==> src/rtl/calc_pkg.sv <==
// calc_pkg: encodings shared between calc and its display receiver.
// Status codes, blank digit code and active-low seven-segment glyphs {g,f,e,d,c,b,a}.
package calc_pkg;

   localparam logic [1:0] ST_ERRO       = 2'b00;
   localparam logic [1:0] ST_OCUPADO    = 2'b01;
   localparam logic [1:0] ST_PRONTO     = 2'b10;
   localparam logic [1:0] ST_IMPRIMINDO = 2'b11;

   localparam logic [3:0] BLANK = 4'hF;

   localparam logic [6:0] GLYPH_0     = 7'b1000000;
   localparam logic [6:0] GLYPH_1     = 7'b1111001;
   localparam logic [6:0] GLYPH_2     = 7'b0100100;
   localparam logic [6:0] GLYPH_3     = 7'b0110000;
   localparam logic [6:0] GLYPH_4     = 7'b0011001;
   localparam logic [6:0] GLYPH_5     = 7'b0010010;
   localparam logic [6:0] GLYPH_6     = 7'b0000010;
   localparam logic [6:0] GLYPH_7     = 7'b1111000;
   localparam logic [6:0] GLYPH_8     = 7'b0000000;
   localparam logic [6:0] GLYPH_9     = 7'b0010000;
   localparam logic [6:0] GLYPH_E     = 7'b0000110;
   localparam logic [6:0] GLYPH_R     = 7'b0101111;
   localparam logic [6:0] GLYPH_O     = 7'b0100011;
   localparam logic [6:0] GLYPH_BLANK = 7'b1111111;

endpackage

==> src/rtl/seg7_decoder.sv <==
// seg7_decoder: combinational digit/letter to active-low segment decoder.
// Ports: code (digit 0..9, else blank; with err, display index 0..3 -> o,r,r,E), err, segs.
module seg7_decoder
   import calc_pkg::*;
(
   input  logic [3:0] code,
   input  logic       err,
   output logic [6:0] segs
);

   always_comb begin
      segs = GLYPH_BLANK;
      if (err) begin
         case (code)
            4'd3:    segs = GLYPH_E;
            4'd2:    segs = GLYPH_R;
            4'd1:    segs = GLYPH_R;
            4'd0:    segs = GLYPH_O;
            default: segs = GLYPH_BLANK;
         endcase
      end else begin
         case (code)
            4'd0:    segs = GLYPH_0;
            4'd1:    segs = GLYPH_1;
            4'd2:    segs = GLYPH_2;
            4'd3:    segs = GLYPH_3;
            4'd4:    segs = GLYPH_4;
            4'd5:    segs = GLYPH_5;
            4'd6:    segs = GLYPH_6;
            4'd7:    segs = GLYPH_7;
            4'd8:    segs = GLYPH_8;
            4'd9:    segs = GLYPH_9;
            default: segs = GLYPH_BLANK;
         endcase
      end
   end

endmodule

==> src/rtl/calc_display_ctrl.sv <==
// calc_display_ctrl: captures digit frames from calc and scans them onto 7-seg displays.
// Ports: clock, reset (async high), status/data/pos from calc; an, seg, dp active-low outputs.
module calc_display_ctrl
   import calc_pkg::*;
#(
   parameter int N_DIGITS = 8,
   parameter int SCAN_DIV = 50000,
   parameter int LZ_BLANK = 1
)
(
   input  logic       clock,
   input  logic       reset,
   input  logic [1:0] status,
   input  logic [3:0] data,
   input  logic [3:0] pos,
   output logic [7:0] an,
   output logic [6:0] seg,
   output logic       dp
);

   localparam int PW = (SCAN_DIV > 1) ? $clog2(SCAN_DIV) : 1;
   localparam int IW = (N_DIGITS > 1) ? $clog2(N_DIGITS) : 1;
   localparam logic [PW-1:0] PRE_MAX = PW'(SCAN_DIV - 1);
   localparam logic [IW-1:0] IDX_MAX = IW'(N_DIGITS - 1);

   logic [3:0]    shadow  [N_DIGITS];
   logic [3:0]    visible [N_DIGITS];
   logic          err_flag;
   logic [PW-1:0] presc;
   logic [IW-1:0] idx;
   logic [IW-1:0] nidx;
   logic          wrap;
   logic          pos_in;
   logic          pos_end;
   logic [3:0]    entry;
   logic [3:0]    code;
   logic          upper_zero;
   logic [6:0]    glyph;

   assign pos_in  = 32'(pos) < 32'(N_DIGITS);
   assign pos_end = 32'(pos) == 32'(N_DIGITS);
   assign dp      = 1'b1;

   // Frame capture: shadow fills digit by digit, visible only changes on commit.
   always_ff @(posedge clock or posedge reset) begin
      if (reset) begin
         err_flag <= 1'b0;
         for (int i = 0; i < N_DIGITS; i++) begin
            shadow[i]  <= BLANK;
            visible[i] <= BLANK;
         end
      end else if (err_flag || status == ST_ERRO) begin
         err_flag <= 1'b1;
      end else if (status == ST_OCUPADO) begin
         for (int i = 0; i < N_DIGITS; i++) begin
            shadow[i]  <= BLANK;
            visible[i] <= BLANK;
         end
      end else if (status == ST_IMPRIMINDO && pos_in) begin
         shadow[pos[IW-1:0]] <= (data > 4'd9) ? BLANK : data;
      end else if (status == ST_IMPRIMINDO && pos_end) begin
         for (int i = 0; i < N_DIGITS; i++)
            visible[i] <= shadow[i];
      end
   end

   assign wrap = presc == PRE_MAX;
   assign nidx = (idx == IDX_MAX) ? '0 : idx + 1'b1;

   // Glyph for the digit about to be lit. In error mode the index itself
   // selects the letter; otherwise leading zeros may be suppressed.
   always_comb begin
      entry      = visible[nidx];
      upper_zero = 1'b1;
      for (int j = 0; j < N_DIGITS; j++)
         if (j > int'(nidx) && visible[j] != 4'd0 && visible[j] != BLANK)
            upper_zero = 1'b0;
      code = entry;
      if (err_flag)
         code = 4'(nidx);
      else if (LZ_BLANK != 0 && entry == 4'd0 && nidx != '0 && upper_zero)
         code = BLANK;
   end

   seg7_decoder u_dec (
      .code (code),
      .err  (err_flag),
      .segs (glyph)
   );

   always_ff @(posedge clock or posedge reset) begin
      if (reset) begin
         presc <= '0;
         idx   <= '0;
         an    <= 8'hFF;
         seg   <= GLYPH_BLANK;
      end else if (wrap) begin
         presc <= '0;
         idx   <= nidx;
         an    <= ~(8'(1) << nidx);
         seg   <= glyph;
      end else begin
         presc <= presc + 1'b1;
      end
   end

endmodule

==> config.mk <==
export PLATFORM = sky130hd
export DESIGN_NAME = calc_display_ctrl
export DESIGN_NICKNAME = d
export VERILOG_FILES = /design/src/rtl/calc_pkg.sv /design/src/rtl/seg7_decoder.sv /design/src/rtl/calc_display_ctrl.sv
export SDC_FILE = /design/constraint.sdc
export NUM_CORES = 1
export LEC_CHECK = 0
export BUFFER_PORTS_ARGS = -buffer_cell sky130_fd_sc_hd__buf_2
export CORE_AREA = 2 2 99 101
export CTS_CLUSTER_SIZE = 12
export DETAILED_ROUTE_END_ITERATION = 7
export DIE_AREA = 0 0 101 103
export PLACE_DENSITY = 0.71
export SETUP_SLACK_MARGIN = 0.5
export SLEW_MARGIN = 25
export SYNTH_ARGS = -nofsm -noshare
export SYNTH_HDL_FRONTEND = slang
export SYNTH_SLANG_ARGS = --single-unit
==> constraint.sdc <==
create_clock -name clock -period 4.3 [get_ports clock]
set_input_delay 0.43 -clock clock [delete_from_list [all_inputs] [get_ports clock]]
set_output_delay 0.43 -clock clock [all_outputs]
set_load 0.02 [all_outputs]
# After elaboration in Yosys (flattened, before gate mapping)
# Memories as Yosys holds them, arrays and structs flattened.
# Cells that the tools add are included.
# classes
add_sub_neg,2
reduce_logical,36
div_mod_pow,0
mul,0
mux,25
magnitude_cmp,12
bitwise,4
n_eq_ne,16
shift,1
# op_table
cell,count
2-to-1 mux 32 bit,5
bitwise mux 32 bit,1
"!= test 4 bit, second input constant",7
nonzero test 4 bit,7
2-to-1 mux 4 bit,6
one-hot mux 7 bit (3 select lines),1
logical AND 1 bit,19
"adder 16 x 1 -> 16 bit, second input constant",1
"== test 16 bit, second input constant",1
2-to-1 mux 16 bit,1
binary-select mux 4 bit (select 3 bit),1
demux 4 bit (select 3 bit),1
"> comparator 3 bit, first input constant",4
"== test 4 x 2 -> 1 bit, second input constant",2
"greater-or-equal comparator 4 bit, second input constant",2
zero test 4 bit,2
inverter 3 -> 4 bit,2
inverter 8 bit,1
"<< shifter 1 x 3 -> 8 bit, first input constant",1
2-to-1 mux 1 bit,7
2-to-1 mux 7 bit,1
"> comparator 2 x 3 -> 1 bit, first input constant",2
"== test 4 x 1 -> 1 bit, second input constant",1
"== test 4 bit, second input constant",1
other kinds (18),19
# totals
rom_bits,112
out_inout_bits,16
ff_bits,99
latchBits,0
mem_count,1
in_bits,12
mem_bits_rw,0
wordCells,118
# memory_table
memory,words,word_bits,read_ports,rd_clocked_by_memory_dff,wr,line_no,rtl
(name not given),16,7,1,0,0,seg7_decoder.sv:22,case (code)

# Logic depth before layout (Yosys ltp)
# depth
word_depth,19
ltp_mapped,16
depth_no_buf,15

# Hierarchy
# A second synthesis with hierarchy kept.
# unflattened
cells_unflattened,534
hier_area_um2,5072.4
# by_module_without_submodules
mod,area_each_um2,instances,cells_each,seq_area_each_um2
calc_display_ctrl,4769.6,1,491,2576.2
seg7_decoder,302.8,1,43,0.0

# Worst setup path after synthesis
# No wires, ideal clock.
# synth_path
path_type,flip-flop to flip-flop
startpoint,register idx[0]
endpoint,register seg[0]
setup_time_ns,0.082
setup_slack_ns,0.878
arrival_time_ns,3.339
path_buffers,1
stages_incl_launch_ff,17
required_ns,4.218
period_less_slack_ns,3.422
path_cell_list,dfrtp_1 ha_1 ha_1 buf_2 nand2b_1 a22oi_2 a21oi_1 nor4b_4 a21boi_0 o21ai_0 inv_1 ha_1 nor3_1 nor3b_1 nor2_1 a311oi_1 o21ai_1
# synth_via
elab_chain_cells,19
word_cells_on_any_way,49
cone_classes,add/sub (1); order compare (7); eq/ne (4); mux (15); bitwise (1); reduce/logical (20); memory (1)
# synth_rtl
item,line_no,rtl
"start, declared",calc_display_ctrl.sv:30,logic [IW-1:0] idx;
"start signal, assigned",calc_display_ctrl.sv:99,idx <= nidx;
adder 3 x 1 -> 3 bit / == test 3 bit (equally long branches),calc_display_ctrl.sv:68,assign nidx = (idx == IDX_MAX) ? '0 : idx + 1'b1;
2-to-1 mux 3 bit (*),calc_display_ctrl.sv:68,
> comparator 1 x 3 -> 1 bit,calc_display_ctrl.sv:76,if (j > int'(nidx) && visible[j] != 4'd0 && visible[j] != BLANK)
logical AND 1 bit (2 in series),calc_display_ctrl.sv:76,
2-to-1 mux 1 bit (7 in series),calc_display_ctrl.sv:76,
logical AND 1 bit,calc_display_ctrl.sv:81,else if (LZ_BLANK != 0 && entry == 4'd0 && nidx != '0 && upper_zero)
2-to-1 mux 4 bit,calc_display_ctrl.sv:81,
2-to-1 mux 4 bit (*),calc_display_ctrl.sv:79,if (err_flag)
== test 4 x 2 -> 1 bit / == test 4 x 1 -> 1 bit (equally long branches),seg7_decoder.sv:14,case (code)
OR reduction 2 bit (no line),n/a,
one-hot mux 7 bit (3 select lines),seg7_decoder.sv:14,
2-to-1 mux 7 bit (*),seg7_decoder.sv:13,if (err) begin
"end signal, assigned",calc_display_ctrl.sv:101,seg <= glyph;
"end, declared",calc_display_ctrl.sv:17,"output logic [6:0] seg,"
# Every way passes the cells marked *; elsewhere a longest branch is shown, timed or not. The select of a mux whose other input is x is not followed.
# A chain may end at the register's enable or synchronous reset.

# Worst setup path in the final report
# Same ends and word-level chain as after synthesis.

==> impl_metrics.yaml <==
layout:
  final_layout_size_suffix_gt1_frac: 0.2724
  final_cells: 672
  fill_cells: 833
  diodes: 0
  postLayoutCoreUtil: 0.5815
  ff_latch_area_sq_um: 2576
  finalNetCount: 573
  areaGrowthSynthToFinish_pct: 10.12
  multi_input_area_sq_um: 2315
setup_path:
  endpoint_kind: "register"
  cp_num_buf_inv: 1
  slowest_delay_ns: 0.42
  critPathTopFamily: "simple AND/OR/NAND/NOR gates"
  worst-path-stages: 15
  criticalPathCategory: "register to register"
  crit_slowest_cell: "dfrtp_1"
  rr_startpoint: "idx[0]$_DFFE_PP0N_"
  cp.arrival_ns: 3.82
  cp-startpoint: "idx[0]$_DFFE_PP0N_"
  crit_chain: "ha_4, buf_4, mux2i_1, a211o_1, a32o_1, nor4b_4, nand3_4, nand2_1, o21ai_0, ha_1, nor3_2, nor3b_2, nor2_1, a311oi_1, o21ai_1"
  r2r_cells: 15
  r2r_end: "seg[0]$_DFFE_PP1N_"
  crit_end: "seg[0]$_DFFE_PP1N_"
  cp.required_ns: 4.59
  critPathMaxFanout: 16
  cp-start-kind: "register"
  rrSetupSlack_ns: 0.77
drt:
  avgRoutedWirePerCell_microns: 16.01
  ant_nets: 0
  avgViaCountPerCell: 5.792
  drt_iter0_drc: 245
  via_count: 3892
  drt_pass1_iterations: 5
  drc: 0
  drt-total-wl_mm: 10.76
logic_synthesis:
  yosys-top-cells-area: "dfstp_2 (42%), dfrtp_1 (10%), nor2_1 (7.1%)"
  synth-xor-area-share: 0.02280
  ys_types: 64
  synth-async-reset-ratio: 1.000
  synthTopCellsByCount: "nor2_1 (95), dfstp_2 (79), nand2_1 (54)"
  avgSynthCellArea_sq_um: 9.371
  yosys.area_share.simple: 0.2129
  yosysSeqAreaShare: 0.5158
  synth_adder_area_share: 0.02004
  synth_seq_cells: 99
  synthCells: 533
  synth_edf_count: 0
  syn_nets: 553
  synth.area.mux_share: 0.01453
  synth_compound_area_frac: 0.1796
  synth_ff_type: "dfstp_2"
  synth_top_family_by_area: "simple AND/OR/NAND/NOR gates"
  synth.most_common_cell: "nor2_1"
  ys_warn_count: 0
  yosysTopAreaCellShare: 0.4156
  synth_largest_area_cell: "dfstp_2"
  syn_area_sq_um: 4995
clocking:
  hold_buffers: 0
  cts-root-buf: "clkbuf_8"
  clockBufferDepth: 2
  cts_tree: "done"
  clkTransAtPathRegs_ns: 0.09
  cts_buffers: 9
  cts_setup_buffers: 0
  clkLatencyLatePin_ns: 0.37
  clock_sinks: 99
  cts_max_level: 3
floorplan:
  core_area_sq_um: 9459
  die_x_microns: 101
  io_pins: 28
  start_util: 0.5280
  die-area_sq_um: 10400
  row_count: 36
  die_h_microns: 103
place:
  port-buffer-count: 26
  dp_cells: 655
  pre_cts_ws_ns: 0.3566
  detailed_place_hpwl_mm: 7.701
  gp_congestion: 0.9146
timing:
  report.final.hold_viol_count: 0
  period_share: 0.8207
  finalSetupTns_ns: 0
  rsz0062_at_grt: "true"
  worst_slack_ns: 0.7710
  finClkSkew_ns: 0.008685
  maxSlewViolCount: 0
  timing.slew.headroom: 0.4361
  post-route-min-period_ns: 3.529
  tightest_slew_ns: 0.8458
  fmax_mhz: 283.4
  finalSetupViolations: 0
global_routing:
  antenna_found_initial: 0
  grtUsageMet3: 0.04475
  top_usage_layer: "met2"
  gr-total-overflow: 0
  grtUsageMet1: 0.3138
  grt_max_degree: 44
  grt_util_all_layers: 0.2224
  grt_use_met2: 0.3451
  grt_pass1_wl_mm: 18.04
  grt_pass1_vias: 3571
pwr:
  peakVddDrop_mv: 0.2317
  p_per_area_nw_per_um2: 320.1
  p_leak_nw: 2.209
flow_run:
  timing.max_cap.violations: 0
worst_hold_path:
  hold_class: "input pin to register"
outcome:
  status: "finished, final reports clean"
[final cells by class]
| class | count | share of cell area |
|---|---|---|
| Clock inverter | 3 | 0.007962 |
| Tap cell | 114 | 0.02593 |
| Inverter | 11 | 0.007734 |
| Multi-Input combinational cell | 395 | 0.4208 |
| Sequential cell | 99 | 0.4684 |
| Clock buffer | 13 | 0.02912 |
| Timing Repair Buffer | 37 | 0.04004 |
[cells in the final DEF, fill, tap and decap left out, types with 3 or more instances in the layout]
cell type and instances:
dfrtp_1 20, buf_2 26, and3_1 7, o21a_1 3, clkbuf_1 3, xnor2_1 5
xor2_1 8, a21oi_1 46, buf_4 10, nand2b_1 3, a221o_1 5, nand2_1 54
nor2b_1 7, nand3_1 18, nor2_1 95, or4_1 3, nand4_1 7, nor3_1 3
dfstp_2 79, inv_1 9, o211ai_1 3, clkbuf_8 9, a31oi_1 8, o21ai_0 43
o21ai_1 8, mux2i_1 5, and2_1 3, and3b_1 3, ha_1 6, a41oi_1 3
[flip-flops by register name (all words and copies together) (netlist names)]
register / flops
shadow: 32
visible: 32
presc: 16
an: 8
seg: 7
idx: 3
err_flag: 1
[kinds of logic after synthesis]
logic type,after synthesis
compound gates,144
xor+xnor,13
fa+ha+maj,8
buf+inv,39
flops,99
mux,7
other cells,1
simple gates,222
[worst reg2reg max path, cell delays in order (launching register included)]
cell and delay (ns):
dfrtp_1 0.42, ha_4 0.37, buf_4 0.24, mux2i_1 0.22, a211o_1 0.15, a32o_1 0.23, nor4b_4 0.30, nand3_4 0.15
nand2_1 0.11, o21ai_0 0.14, ha_1 0.31, nor3_2 0.22, nor3b_2 0.21, nor2_1 0.06, a311oi_1 0.24, o21ai_1 0.08
[power by group]
part | leakage, nW | internal (mW) | switching (mW)
clock network | 0.103 | 0.306 | 0.300
logic | 1.03 | 0.0499 | 0.0839
registers | 1.08 | 0.991 | 0.0295
[per-stage QoR]
stage	power (mW)	hold slack, ns	instance area, sq um
after global routing	1.846	0.2384	5500
after global placement	1.166	0.4451	5231
after CTS	1.782	0.2326	5440
after detailed placement	1.169	0.4594	5231
after floorplan	1.122	0.4251	4995
final	1.761	0.2463	5500
[worst min-delay path by stage]
| stage | start | end | slack, ns | depth (start not counted) |
|---|---|---|---|---|
| 2_1_floorplan | presc[0]$_DFF_PP0_ | presc[0]$_DFF_PP0_ | 0.43 | 1 |
| 3_3_place_gp | an[3]$_DFFE_PP1N_ | an[3]$_DFFE_PP1N_ | 0.45 | 2 |
| 3_5_place_dp | an[3]$_DFFE_PP1N_ | an[3]$_DFFE_PP1N_ | 0.46 | 2 |
| 4_1_cts | status[0] | err_flag$_DFFE_PP0N_ | 0.23 | 2 |
| 5_1_grt | status[0] | err_flag$_DFFE_PP0N_ | 0.24 | 2 |
| 6_report | status[0] | err_flag$_DFFE_PP0N_ | 0.25 | 2 |
[per-layer routing]
metal  share of wire  up-vias
met4           0.020        0
met1            0.48     1855
met2            0.46       99
met5               0        -
li1                -     1920
met3           0.045       18
[timing repair]
item / in CTS / in global routing
resized for setup: 3 / 6
setup endpoints to repair: 6 / 6
gates cloned: 0 / 0
Power figures use the tool's default switching activity.
